===== src/rtl/pes_rca_seq.sv =====
// Multi-cycle ripple-carry adder/subtractor: WIDTH bits added CHUNK bits per clock, LS chunk first.
// Latency N=WIDTH/CHUNK cycles after accept; results held in DONE until out_ready.
module pes_rca_seq #(
  parameter int WIDTH = 16,
  parameter int CHUNK = 4
) (
  input  logic             clk,
  input  logic             rst,
  input  logic             in_valid,
  output logic             in_ready,
  input  logic [WIDTH-1:0] a,
  input  logic [WIDTH-1:0] b,
  input  logic             cin,
  input  logic             sub,
  output logic             out_valid,
  input  logic             out_ready,
  output logic [WIDTH-1:0] sum,
  output logic             cout,
  output logic             ovf
);

  localparam int N  = (CHUNK > 0) ? WIDTH / CHUNK : 1;
  localparam int CW = (N > 1) ? $clog2(N) : 1;

  if (WIDTH < 1 || CHUNK < 1 || (WIDTH % CHUNK) != 0) begin : g_bad_params
    $error("pes_rca_seq: WIDTH must be a positive multiple of CHUNK");
  end

  typedef enum logic [1:0] {
    IDLE = 2'd0,
    RUN  = 2'd1,
    DONE = 2'd2
  } state_t;

  state_t           state_q, state_d;
  logic [WIDTH-1:0] a_q, a_d;
  logic [WIDTH-1:0] b_q, b_d;
  logic [WIDTH-1:0] acc_q, acc_d;
  logic [WIDTH-1:0] sum_q, sum_d;
  logic [CW-1:0]    cnt_q, cnt_d;
  logic             carry_q, carry_d;
  logic             cout_q, cout_d;
  logic             ovf_q, ovf_d;

  logic [CHUNK:0]   chunk_res;
  logic             msb_cin;
  logic [WIDTH-1:0] acc_ins;

  // Only one CHUNK-wide adder; the ripple between chunks goes through carry_q.
  assign chunk_res = {1'b0, a_q[CHUNK-1:0]} + {1'b0, b_q[CHUNK-1:0]} + {{CHUNK{1'b0}}, carry_q};
  // Carry into the top bit of the chunk, recovered from its sum bit.
  assign msb_cin   = a_q[CHUNK-1] ^ b_q[CHUNK-1] ^ chunk_res[CHUNK-1];

  always_comb begin
    acc_ins = acc_q;
    for (int i = 0; i < N; i++) begin
      if (cnt_q == CW'(i)) acc_ins[i*CHUNK +: CHUNK] = chunk_res[CHUNK-1:0];
    end
  end

  always_comb begin
    state_d = state_q;
    a_d     = a_q;
    b_d     = b_q;
    acc_d   = acc_q;
    sum_d   = sum_q;
    cnt_d   = cnt_q;
    carry_d = carry_q;
    cout_d  = cout_q;
    ovf_d   = ovf_q;
    case (state_q)
      IDLE: begin
        if (in_valid) begin
          a_d     = a;
          b_d     = sub ? ~b : b;
          carry_d = cin ^ sub;
          cnt_d   = '0;
          state_d = RUN;
        end
      end
      RUN: begin
        acc_d   = acc_ins;
        a_d     = a_q >> CHUNK;
        b_d     = b_q >> CHUNK;
        carry_d = chunk_res[CHUNK];
        cnt_d   = cnt_q + CW'(1);
        if (cnt_q == CW'(N - 1)) begin
          sum_d   = acc_ins;
          cout_d  = chunk_res[CHUNK];
          ovf_d   = msb_cin ^ chunk_res[CHUNK];
          state_d = DONE;
        end
      end
      DONE: begin
        if (out_ready) state_d = IDLE;
      end
      default: state_d = IDLE;
    endcase
  end

  always_ff @(posedge clk or posedge rst) begin
    if (rst) begin
      state_q <= IDLE;
      a_q     <= '0;
      b_q     <= '0;
      acc_q   <= '0;
      sum_q   <= '0;
      cnt_q   <= '0;
      carry_q <= 1'b0;
      cout_q  <= 1'b0;
      ovf_q   <= 1'b0;
    end else begin
      state_q <= state_d;
      a_q     <= a_d;
      b_q     <= b_d;
      acc_q   <= acc_d;
      sum_q   <= sum_d;
      cnt_q   <= cnt_d;
      carry_q <= carry_d;
      cout_q  <= cout_d;
      ovf_q   <= ovf_d;
    end
  end

  assign in_ready  = (state_q == IDLE);
  assign out_valid = (state_q == DONE);
  assign sum       = sum_q;
  assign cout      = cout_q;
  assign ovf       = ovf_q;

endmodule


===== config.mk =====
export PLATFORM = sky130hd
export DESIGN_NAME = pes_rca_seq
export DESIGN_NICKNAME = d
export VERILOG_FILES = /design/src/rtl/pes_rca_seq.sv
export SDC_FILE = /design/constraint.sdc
export NUM_CORES = 1
export LEC_CHECK = 0
export ABC_CLOCK_PERIOD_IN_PS = 2100
export CORE_AREA = 5 5 104 106
export DETAILED_ROUTE_END_ITERATION = 8
export DIE_AREA = 0 0 109 111
export SETUP_SLACK_MARGIN = 0.2
export SYNTH_ARGS = -nofsm -noshare
export SYNTH_HDL_FRONTEND = slang
export SYNTH_SLANG_ARGS = --single-unit

===== constraint.sdc =====
create_clock -name clk -period 2.1 [get_ports clk]
set_input_delay 0.42 -clock clk [delete_from_list [all_inputs] [get_ports clk]]
set_output_delay 0.42 -clock clk [all_outputs]
set_load 0.01 [all_outputs]

==> impl_metrics.toml <==
[drt]
num_vias = 2580
vias_per_cell = 4.80
first_pass_iters = 4
wl_per_cell_um = 13.7
ant_nets = 0
drt_iter0_drc = 70
drc_errors = 0
routed_wl_um = 7390

[setup_path]
reg2reg_to = "ovf$_DFFE_PP0P_"
critical_path_arrival_ns = 2.12
r2r_cells = 6
start_kind = "register"
critPathMaxFanout = 3
worst-setup-path-type = "reg2reg"
rr_startpoint = "a_q[0]$_DFFE_PP0P_"
r2r_slack_ns = 0.20
worstSetupEndpointType = "register"
crit_required_ns = 2.32

[min_path]
hold_class = "in2async"

[timing]
layout_min_cycle_time_ns = 1.90
tns_ns = 0
finClkSkew_ns = 0.0133
slew_violations = 0
final-setup-viol-count = 0
finalCritPeriodShare_pct = 90.3
fin_ws_ns = 0.205
worst_pin_slew_ns = 0.465
rsz0062_at_grt = "yes"
fmax_mhz = 528
hold_viol_final = 0
holdWs_ns = 0.444
max_slew_margin_pct = 69.0

[placement]
dp_hpwl_um = 5360
port_buffers = 57
place.gp.congestion = 0.744
place_ws_ns = 0.138
postPlaceCellArea_um2 = 4130

[power_and_ir_drop]
clkPwrFrac_pct = 16.5
irDropWorstVdd_mv = 0.543
powerDensity_nw_per_um2 = 1380
leakagePower_nw = 1.99
switching_share_pct = 38.4
power_mw = 6.03
p_switching_mw = 2.32
seqPwrFrac_pct = 36.1
pwr-share-comb_pct = 47.3
p_int_mw = 3.72

[logic_synthesis]
postSynthCellCount = 334
synth_seq_cells = 67
syn_area_per_cell_um2 = 10.0
seq_area_frac_synth_pct = 50.1
ys_warn_count = 0
synth_area_um2 = 3350
syn-num-nets = 381
ys_types = 30

[clock_tree]
cts_tree = "done"
htree_levels = 3
clock_latency_ns = 0.34
cts_hold_buf = 0
clock_path_buffers = 2
cts_root_buffer = "clkbuf_8"
cts_made_buffers = 9
clock_sinks = 67
clk_pin_slew_ns = 0.08

[floorplanning]
start_util_pct = 34.6
rows = 36
coreArea_um2 = 9680
die_y_um = 111
die_w_um = 109
dieArea_um2 = 12100
ioPinCount = 58

[grt]
antenna_found_initial = 0
grt_usage_pct = 12.8
overflow = 0
grt_max_degree = 32
grt_pass1_vias = 2523
grt_pass1_wl_um = 12400

[layout]
nets = 447
fillers = 935
fin_area_um2 = 4380
diodes = 0
area_growth_syn_to_layout_pct = 30.9
drive_gt1_share_pct = 14.1

[job]
maxCapViolations = 0

[status]
status = "finished, final reports clean"
stage by stage:
stage | utilization [%] | instances
after global placement | 42.6 | 514
final | 45.3 | 538
after floorplan | - | 334
after detailed placement | 42.6 | 514
after global routing | 45.3 | 538
after CTS | 44.8 | 533
registers in the layout, indices dropped and copies added, names as in the netlist:
register,flops
b_q,16
state_q,2
sum,16
cout,1
ovf,1
cnt_q,2
acc_q,12
carry_q,1
a_q,16
cell usage after synthesis (all sizes together):
master / number / share of area [%]
a21o: 2 / 0.45
a21oi: 33 / 5.0
a22o: 7 / 1.8
a22oi: 13 / 2.9
and2: 1 / 0.19
and2b: 16 / 3.6
and3b: 11 / 2.9
buf: 11 / 2.1
clkbuf: 15 / 1.7
dfrtp: 67 / 50
fa: 2 / 1.2
ha: 7 / 2.6
inv: 4 / 0.45
mux2: 7 / 2.4
mux2i: 6 / 1.8
nand2: 47 / 5.3
nand3b: 1 / 0.22
nor2: 4 / 0.45
nor2b: 3 / 0.56
nor3b: 3 / 0.67
o21a: 1 / 0.22
o21ai: 51 / 7.6
o22ai: 1 / 0.19
o31ai: 1 / 0.22
xnor2: 3 / 0.78
xor2: 17 / 4.7
worst max-delay path: stages, from the launching register on:
cell and delay [ns]:
dfrtp_1 0.41, fa_2 0.41, fa_2 0.36, a21o_1 0.20
a21oi_2 0.18, xnor2_1 0.13, o21ai_0 0.08
power by group through the flow:
stage / logic (mW) / registers, mW / clock network (mW)
after floorplan: 1.79 / 2.18 / 0
after global routing: 3.20 / 2.26 / 1.09
after detailed placement: 2.75 / 2.23 / 0
after CTS: 2.81 / 2.19 / 1.02
final: 2.85 / 2.18 / 0.998
after global placement: 2.71 / 2.21 / 0
kinds of logic (layout without fill, tap and decap cells):
kind of cell             after synthesis  in the layout  synth area share, %
adder cells (fa/ha/maj)                9              9                 3.81
flip-flops                            67             67                 50.1
AND/OR/NAND/NOR                       86             86                 13.8
XOR/XNOR                              20             20                 5.45
buffers and inverters                 30            101                 4.22
multiplexers                          13             13                 4.15
AO/OA/AOI/OAI                        109            109                 18.5
routing by layer:
layer,vias up,global-route usage (%),part of all wire (%)
li1,1289,-,-
met1,1217,17.0,47
met2,64,19.7,47
met3,10,4.72,5.3
met4,0,3.45,1.3
met5,-,0,0
cell type report:
cell class / instances / area [µm²] / share of cell area, %
Tap cell: 133 / 166 / 3.80
Timing Repair Buffer: 81 / 790 / 18.0
Inverter: 4 / 18.8 / 0.428
Multi-Input combinational cell: 237 / 1550 / 35.3
Sequential cell: 67 / 1680 / 38.3
Clock buffer: 10 / 138 / 3.14
Clock inverter: 6 / 45.0 / 1.03
placed cells by master, fill, tap and decap left out, types with 2 or more instances in the layout:
| cell | n |
|---|---|
| dfrtp_1 | 66 |
| clkdlybuf4s50_1 | 55 |
| nand2_1 | 47 |
| o21ai_0 | 47 |
| a21oi_1 | 30 |
| buf_4 | 21 |
| and2b_1 | 16 |
| xor2_1 | 16 |
| a22oi_1 | 13 |
| and3b_1 | 11 |
| clkbuf_8 | 10 |
| a22o_1 | 7 |
| mux2_2 | 7 |
| ha_1 | 7 |
| mux2i_1 | 6 |
| o21ai_1 | 4 |
| nor2_1 | 4 |
| inv_1 | 3 |
| xnor2_1 | 3 |
| a21oi_2 | 3 |
| nor3b_1 | 3 |
| inv_6 | 3 |
| buf_12 | 3 |
| nor2b_1 | 2 |
| a21o_1 | 2 |
| fa_2 | 2 |
| clkinv_2 | 2 |
worst max path at each step:
stage                                      start              end  slack, ns  cells past startpoint
after floorplan               a_q[0]$_DFFE_PP0P_  ovf$_DFFE_PP0P_       0.23                      6
after global placement        a_q[0]$_DFFE_PP0P_  ovf$_DFFE_PP0P_       0.17                      6
after detailed placement      a_q[0]$_DFFE_PP0P_  ovf$_DFFE_PP0P_       0.14                      6
final                         a_q[0]$_DFFE_PP0P_  ovf$_DFFE_PP0P_       0.20                      6
after global routing          a_q[0]$_DFFE_PP0P_  ovf$_DFFE_PP0P_       0.12                      6
after CTS                 state_q[0]$_DFFE_PP0P_        out_valid       0.16                      2
timing repair:
| action | 4_1_cts | 5_1_grt |
|---|---|---|
| endpoints found under the setup margin | 9 | 11 |
| pin swaps | 1 | 2 |
| buffers inserted | 3 | 5 |
| gates resized for setup | 3 | 4 |
No activity file was read; power rests on OpenSTA's default activity.
